$ cat config.mk
export PLATFORM = sky130hd
export DESIGN_NAME = game_controller
export DESIGN_NICKNAME = d
export VERILOG_FILES = /design/src/rtl/game_controller.sv
export SDC_FILE = /design/constraint.sdc
export NUM_CORES = 1
export LEC_CHECK = 0
export ABC_CLOCK_PERIOD_IN_PS = 6200
export BUFFER_PORTS_ARGS = -buffer_cell sky130_fd_sc_hd__buf_4
export CORE_ASPECT_RATIO = 1.4
export CORE_UTILIZATION = 45
export CTS_CLUSTER_SIZE = 12
export DETAILED_ROUTE_END_ITERATION = 8
export PLACE_DENSITY = 0.67
export SYNTH_ARGS = -nofsm -noshare
export SYNTH_HDL_FRONTEND = slang
export SYNTH_SLANG_ARGS = --single-unit
$ cat constraint.sdc
create_clock -name clk -period 6.2 [get_ports clk]
set_input_delay 0.93 -clock clk [delete_from_list [all_inputs] [get_ports clk]]
set_output_delay 0.93 -clock clk [all_outputs]
set_load 0.01 [all_outputs]
$ cat src/rtl/game_controller.sv
// Central FSM of the digit-matching game: sequences timer reload, target requests,
// answer checking, level progression and the game-over / logout hand-off.
module game_controller #(
  parameter int unsigned HITS_PER_LEVEL = 4,
  parameter int unsigned MAX_LEVEL      = 3,
  parameter logic [3:0]  BLANK          = 4'hF
) (
  input  logic       clk,
  input  logic       rst,
  input  logic       logged_in,
  input  logic       btn,
  input  logic [3:0] userInput,
  input  logic [3:0] rand_digit,
  input  logic       rand_valid,
  input  logic       timeout,
  input  logic       pulse_2s,
  output logic       seq_start,
  output logic       timerReconfig,
  output logic       timerEnable,
  output logic [1:0] gameLevel,
  output logic       enable_2s,
  output logic [3:0] player_digit,
  output logic [3:0] rand_display,
  output logic [6:0] score,
  output logic       gc_logout
);
  localparam int unsigned   HW        = $clog2(HITS_PER_LEVEL + 1);
  localparam logic [HW-1:0] HITS_TGT  = HW'(HITS_PER_LEVEL);
  localparam logic [1:0]    LVL_MAX   = 2'(MAX_LEVEL);
  localparam logic [6:0]    SCORE_MAX = 7'd99;

  localparam logic [2:0] S_IDLE     = 3'd0;
  localparam logic [2:0] S_RECONFIG = 3'd1;
  localparam logic [2:0] S_REQ      = 3'd2;
  localparam logic [2:0] S_WAIT     = 3'd3;
  localparam logic [2:0] S_PLAY     = 3'd4;
  localparam logic [2:0] S_GAMEOVER = 3'd5;
  localparam logic [2:0] S_LOGOUT   = 3'd6;

  logic [2:0]    state_q, state_d;
  logic [3:0]    target_q, target_d;
  logic [3:0]    last_sub_q, last_sub_d;
  logic [HW-1:0] hits_q, hits_d, hits_inc;
  logic [6:0]    score_q, score_d;
  logic [1:0]    level_q, level_d;
  logic          seq_start_q, seq_start_d;
  logic          reconfig_q, reconfig_d;
  logic          ten_q, ten_d;
  logic          en2_q, en2_d;
  logic [3:0]    pd_q, pd_d;
  logic [3:0]    rd_q, rd_d;
  logic          logout_q, logout_d;

  assign hits_inc = hits_q + HW'(1);

  always_comb begin
    state_d    = state_q;
    target_d   = target_q;
    last_sub_d = last_sub_q;
    hits_d     = hits_q;
    score_d    = score_q;
    level_d    = level_q;
    // Losing the login aborts the session silently, whatever else is happening.
    if (state_q != S_IDLE && !logged_in) begin
      state_d = S_IDLE;
    end else begin
      case (state_q)
        S_IDLE: begin
          if (logged_in && btn) begin
            score_d    = '0;
            level_d    = '0;
            hits_d     = '0;
            last_sub_d = BLANK;
            state_d    = S_RECONFIG;
          end
        end
        S_RECONFIG: state_d = S_REQ;
        S_REQ:      state_d = S_WAIT;
        S_WAIT: begin
          if (rand_valid) begin
            target_d = rand_digit;
            state_d  = S_PLAY;
          end
        end
        S_PLAY: begin
          if (timeout) begin
            state_d = S_GAMEOVER;
          end else if (btn) begin
            last_sub_d = userInput;
            state_d    = S_REQ;
            if (userInput == target_q) begin
              score_d = (score_q == SCORE_MAX) ? score_q : score_q + 7'd1;
              if (hits_inc == HITS_TGT) begin
                hits_d = '0;
                if (level_q < LVL_MAX) begin
                  level_d = level_q + 2'd1;
                  state_d = S_RECONFIG;
                end
              end else begin
                hits_d = hits_inc;
              end
            end
          end
        end
        S_GAMEOVER: if (pulse_2s) state_d = S_LOGOUT;
        S_LOGOUT:   state_d = S_IDLE;
        default:    state_d = S_IDLE;
      endcase
    end
  end

  // Outputs are decoded from the next state so they line up with the state register.
  always_comb begin
    seq_start_d = (state_d == S_REQ);
    reconfig_d  = (state_d == S_RECONFIG);
    en2_d       = (state_d == S_GAMEOVER);
    logout_d    = (state_d == S_LOGOUT);
    ten_d       = 1'b0;
    pd_d        = BLANK;
    rd_d        = BLANK;
    case (state_d)
      S_RECONFIG, S_REQ, S_WAIT: begin
        ten_d = ten_q;
        pd_d  = pd_q;
        rd_d  = rd_q;
      end
      S_PLAY: begin
        ten_d = 1'b1;
        pd_d  = userInput;
        rd_d  = target_d;
      end
      S_GAMEOVER: begin
        pd_d = last_sub_d;
        rd_d = rd_q;
      end
      default: ;
    endcase
  end

  always_ff @(posedge clk or negedge rst) begin
    if (!rst) begin
      state_q     <= S_IDLE;
      target_q    <= '0;
      last_sub_q  <= BLANK;
      hits_q      <= '0;
      score_q     <= '0;
      level_q     <= '0;
      seq_start_q <= 1'b0;
      reconfig_q  <= 1'b0;
      ten_q       <= 1'b0;
      en2_q       <= 1'b0;
      pd_q        <= BLANK;
      rd_q        <= BLANK;
      logout_q    <= 1'b0;
    end else begin
      state_q     <= state_d;
      target_q    <= target_d;
      last_sub_q  <= last_sub_d;
      hits_q      <= hits_d;
      score_q     <= score_d;
      level_q     <= level_d;
      seq_start_q <= seq_start_d;
      reconfig_q  <= reconfig_d;
      ten_q       <= ten_d;
      en2_q       <= en2_d;
      pd_q        <= pd_d;
      rd_q        <= rd_d;
      logout_q    <= logout_d;
    end
  end

  assign seq_start     = seq_start_q;
  assign timerReconfig = reconfig_q;
  assign timerEnable   = ten_q;
  assign gameLevel     = level_q;
  assign enable_2s     = en2_q;
  assign player_digit  = pd_q;
  assign rand_display  = rd_q;
  assign score         = score_q;
  assign gc_logout     = logout_q;
endmodule

# Word-level counts from Yosys, hierarchy flattened

Index checks and enable logic that the tools add are counted.

Output and inout port bits: 22
Input bits: 15
Register bits: 36

Order comparisons: 1
Bitwise operators: 1
Equal/unequal tests: 21
Reductions and logical operators: 11
Multiplexer cells: 40
$add $sub $neg: 3

Operators by type and width:

| cell                                                                  | count |
|---|---|
| 7-bit two-way mux                                                     | 5 |
| 3-bit two-way mux                                                     | 11 |
| 4-bit two-way mux                                                     | 7 |
| 3-bit equality test, second input constant                            | 6 |
| 2-bit two-way mux                                                     | 9 |
| 3-bit one-hot mux with 6 select lines                                 | 1 |
| 4-bit one-hot mux with 2 select lines                                 | 2 |
| 2-bit inequality test, second input constant                          | 7 |
| 7-bit one-hot mux with 2 select lines                                 | 1 |
| 3-bit by 2-bit equality test with 1-bit output, second input constant | 4 |
| 4-bit one-hot mux with 3 select lines                                 | 1 |
| 8-bit AND reduction                                                   | 1 |
| 7-bit by 1-bit adder with 7-bit output, second input constant         | 1 |
| 7-bit equality test, second input constant                            | 1 |
| 7-bit AND reduction                                                   | 1 |
| 3-bit by 1-bit equality test with 1-bit output, second input constant | 2 |
| 3-bit one-hot mux with 2 select lines                                 | 1 |
| 6-bit AND reduction                                                   | 1 |
| 4-bit equality test                                                   | 1 |
| 2-bit one-hot mux with 2 select lines                                 | 1 |
| 4-bit OR reduction                                                    | 1 |
| 3-bit by 1-bit adder with 3-bit output, second input constant         | 1 |
| 3-bit zero test                                                       | 1 |
| 3-bit nonzero test                                                    | 1 |
| 8 further kinds                                                       | 9 |

# Depth between registers and ports, before layout

Word-level depth: 11
Mapped depth: 7
Depth with buffers taken out: 7

# Worst setup path after synthesis

OpenSTA, ideal clock, no wires.

Kind: input to register
From: input port logged_in
To: register score_q[0] (netlist: score[0])
Cell stages on the path: 5
Required time: 6,075 ps
Path buffers: 1
Arrival time: 2,320 ps
Setup slack: 3,755 ps
Setup time: 125 ps
Cell sequence: clkbuf_1 -> and4bb_4 -> o21ai_0 -> a211oi_1 -> mux2_2

Longest elaborated chain between the ends: 4

Ends and longest elaborated chain:

| item                                                                          | line | source |
|---|---|---|
| start, declared                                                               | 10   | `input logic logged_in,` |
| parallel branches: the longest is 3 deep, another holds 2-bit inequality test | n/a  |  |
| 7-bit AND reduction (no line) (*)                                             | n/a  |  |
| end signal, assigned                                                          | 160  | `score_q <= score_d;` |
| end, declared                                                                 | 44   | `logic [6:0] score_q, score_d;` |

Every way passes the cells marked *.
A chain may end at the register's enable or synchronous reset.

# Worst setup path after layout

From: input port userInput[0]
To: register level_q[0] (netlist: gameLevel[0])

Longest elaborated chain between the ends: 3

Ends and longest elaborated chain:

| item                            | line | source |
|---|---|---|
| start, declared                 | 12   | `input logic [3:0] userInput,` |
| 4-bit equality test             | 91   | `if (userInput == target_q) begin` |
| 2-bit inequality test (no line) | n/a  |  |
| 8-bit AND reduction (no line)   | n/a  |  |
| end signal, assigned            | 161  | `level_q <= level_d;` |
| end, declared                   | 45   | `logic [1:0] level_q, level_d;` |

Every way passes these cells.

==> run summary <==
* **time the worst path needs with I/O delays and setup** 2441 ps
* **area post-placement** 0.002241 sq mm
* **final cell area excluding filler cells** 0.002352 sq mm
* **total routed wirelength** 4.795 mm
* **max-slew violation total from the final report** 0
* **Distinct cells, synth** 53
* **total negative setup slack** 0 ps
* **number of buffers created by CTS** 5
* **clock-pin slew reported for the worst setup and hold paths after clock tree synthesis** 80 ps
* **unrepaired setup endpoints after global routing** false
* **syn nets** 207
* **Critical Path Source Type** input port
* **Initial DRT Pass Iterations** 7
* **crit-path max FO** 6
* **failing checks** DRC
* **top library cells by usage in the layout, fill and taps aside** 36 x sky130_fd_sc_hd__buf_4, 26 x sky130_fd_sc_hd__nor2_1, 24 x sky130_fd_sc_hd__dfrtp_1
* **number of global-route vias before repair** 1635
* **H-tree Lvls** 2
* **global-route wire length before repair** 7.872 mm
* **Clock Skews** 5.785 ps
* **number of buffers on the longest clock path** 2
* **proportion of synthesized chip area in sequential cells** 0.4716
* **Net Sw Frac** 0.3789
* **antenna fix cells** 0
* **Post-Syn Instances** 188
* **Leak** 1.064 nW
* **average cell area after synthesis** 10.33 sq um
* **Std-Cell Core Area** 0.004020 sq mm
* **outcome** complete, but fails checks
* **clock power share** 0.213
* **number of setup violations in the final report** 0
* **fmax** 0.4097 GHz
* **Post-synth EDFFs** 0
* **placement row count** 27
* **Vias per Instance** 5.727
* **number of sinks driven by the clock tree** 36
* **Int Power** 0.0006081 W
* **endpoint kind of the worst setup timing path** flip-flop
* **postcts setup bufs** 0
* **Final nets** 246
* **most common library cell in the layout ignoring fill and taps** sky130_fd_sc_hd__buf_4
* **All-Layer GR Usage** 0.2327
* **Clk Latency, worst-skew pair** 290 ps
* **switching power of the nets** 0.0003710 W
* **top-level I/O count** 37
* **Worst Max-Slew Pin Slew** 787.4 ps
* **number of buffer cells added on primary ports** 36
* **Power Dens Cells** 416.2 mW/mm^2
* **clock tree root buffer cell** sky130_fd_sc_hd__clkbuf_8
* **Via Count** 1552
* **data arrival time of the worst path** 2620 ps
* **Synth Cell Area** 0.001942 sq mm
* **maximum number of pins on one net before global-route repair** 37
* **area of the die** 0.004586 sq mm
* **CTS tree** done
* **final count of hold timing violations** 0
* **sequential share of power** 0.373
* **slew margin rel.** 0.4710
* **prevailing post-synth register cell** sky130_fd_sc_hd__dfrtp_1
* **max-cap violations** 0
* **layout cell share with drive strength beyond 1** 0.3114
* **class of the tightest hold or removal check** reg -> reg
* **part of the power in combinational logic** 0.415
* **critical setup path kind** in -> reg
* **register bit total from synthesis** 36
* **quantity of hold-fixing buffers added after cts** 0
* **final RePlAce weighted congestion** 0.8469
* **post_cts resized** 0
* **critical path required time** 6380 ps
* **initial core utilization** 0.4830
* **signed area change from the synthesized netlist to the final layout** 21.13%
* **x dimension of the die** 57.52 microns
* **DRC Markers** 3
* **asr flop ratio synth** 1.000
* **highest ir drop seen on vdd** 0.2744 mV
* **HPWL Detailed** 3.647 mm
* **total congestion overflow after global routing** 0
* **antenna violations before repair** 0
* **Synth warnings** 0
* **wire per inst** 17.69 microns
* **DRC violation total after the first TritonRoute iteration** 60
* **die boundary height** 79.73 microns
* **post-route fraction of the period consumed by the critical path** 0.3937
* **residual antenna-violating net count after detailed routing** 0
[layout make-up]
type | instances | area (sq um)
timing repair buffer | 36 | 270.3
multi-input combinational | 134 | 948.4
fill | 348 | 1668
sequential | 36 | 915.9
clock inverter | 3 | 42.54
clock buffer | 5 | 68.82
inverter | 14 | 52.55
tap | 43 | 53.80
[power groups by stage]
stage          Combinational [W]  Sequential, W  Clock, W
2_1_floorplan           0.000280       0.000359         0
3_3_place_gp            0.000397       0.000368         0
3_5_place_dp            0.000406       0.000369         0
4_1_cts                 0.000409       0.000365  0.000212
5_1_grt                 0.000443       0.000373  0.000219
6_report                0.000406       0.000365  0.000208
[synth_stat cells, drive strengths merged, types with 2 or more instances]
cell type / count / share of area
a211oi: 2 / 0.0077
a21oi: 7 / 0.018
a2bb2oi: 5 / 0.023
a32oi: 4 / 0.018
and2: 2 / 0.0064
and3: 3 / 0.013
buf: 3 / 0.011
dfrtp: 24 / 0.31
dfstp: 12 / 0.16
ha: 4 / 0.026
inv: 14 / 0.027
mux2: 2 / 0.012
mux2i: 11 / 0.057
nand2: 9 / 0.017
nand2b: 3 / 0.0097
nand3: 2 / 0.0052
nand3b: 2 / 0.0077
nand4: 3 / 0.0097
nor2: 26 / 0.050
nor3: 5 / 0.019
nor4: 2 / 0.0097
o21a: 2 / 0.0077
o21ai: 8 / 0.023
o22ai: 2 / 0.0064
o31ai: 2 / 0.015
or3b: 2 / 0.0090
xnor2: 5 / 0.023
xor2: 5 / 0.023
[registers in the layout, summed over array words and instances (netlist names)]
register and count:
gc_logout 1, rand_display 4, hits_q 3, enable_2s 1, last_sub_q 4, state_q 3
target_q 4, seq_start 1, timerEnable 1, score 7, timerReconfig 1, player_digit 4
gameLevel 2
[path summary, 6_finish.rpt]
path,depth (start not counted),start,slack [ps],to
max,7,userInput[0],3760,gameLevel[0]$_DFFE_PN0P_
min,1,player_digit[0]$_DFFE_PN1N_,510,player_digit[0]$_DFFE_PN1N_
max reg2reg,5,state_q[2]$_DFF_PN0_,3830,gameLevel[0]$_DFFE_PN0P_
min reg2reg,1,player_digit[0]$_DFFE_PN1N_,510,player_digit[0]$_DFFE_PN1N_
max in group asynchronous,1,rst,5250,last_sub_q[3]$_DFF_PN1_
min in group asynchronous,1,rst,590,enable_2s$_DFF_PN0_
[per-stage QoR]
step           hold WS [ps]  instances  total power (W)  utilization  setup slack, ps
4_1_cts               511.2        271        0.0009853       0.5851             3769
2_1_floorplan         483.4        188        0.0006385            -             3755
3_3_place_gp          491.8        263        0.0007648       0.5574             3519
3_5_place_dp          499.7        263        0.0007747       0.5574             3474
5_1_grt               516.6        271         0.001035       0.5851             3631
6_report              511.5        271        0.0009791       0.5851             3759
[critical path: stages]
cell and delay [ps]:
sky130_fd_sc_hd__buf_4 120, sky130_fd_sc_hd__xnor2_1 150, sky130_fd_sc_hd__nand4_1 240, sky130_fd_sc_hd__or2_4 350, sky130_fd_sc_hd__o31ai_4 430, sky130_fd_sc_hd__and3_2 320
sky130_fd_sc_hd__mux2i_1 80
[cells by family (layout without fill, tap and decap cells)]
kind of cell / after synthesis / after routing / synth area share
simple gates: 68 / 68 / 0.2004
compound gates: 39 / 39 / 0.1488
flops: 36 / 36 / 0.4717
buf+inv: 18 / 58 / 0.03995
mux: 13 / 13 / 0.06830
xor+xnor: 10 / 10 / 0.04510
fa+ha+maj: 4 / 4 / 0.02577
[routing by layer]
metal  vias up  track usage  part of all wire
li1        746            -                 -
met1       766       0.2558              0.40
met2        32       0.4302              0.54
met3         8      0.03079             0.028
met4         0       0.1122             0.027
met5         -            0                 0
Power figures use the tool's default switching activity.
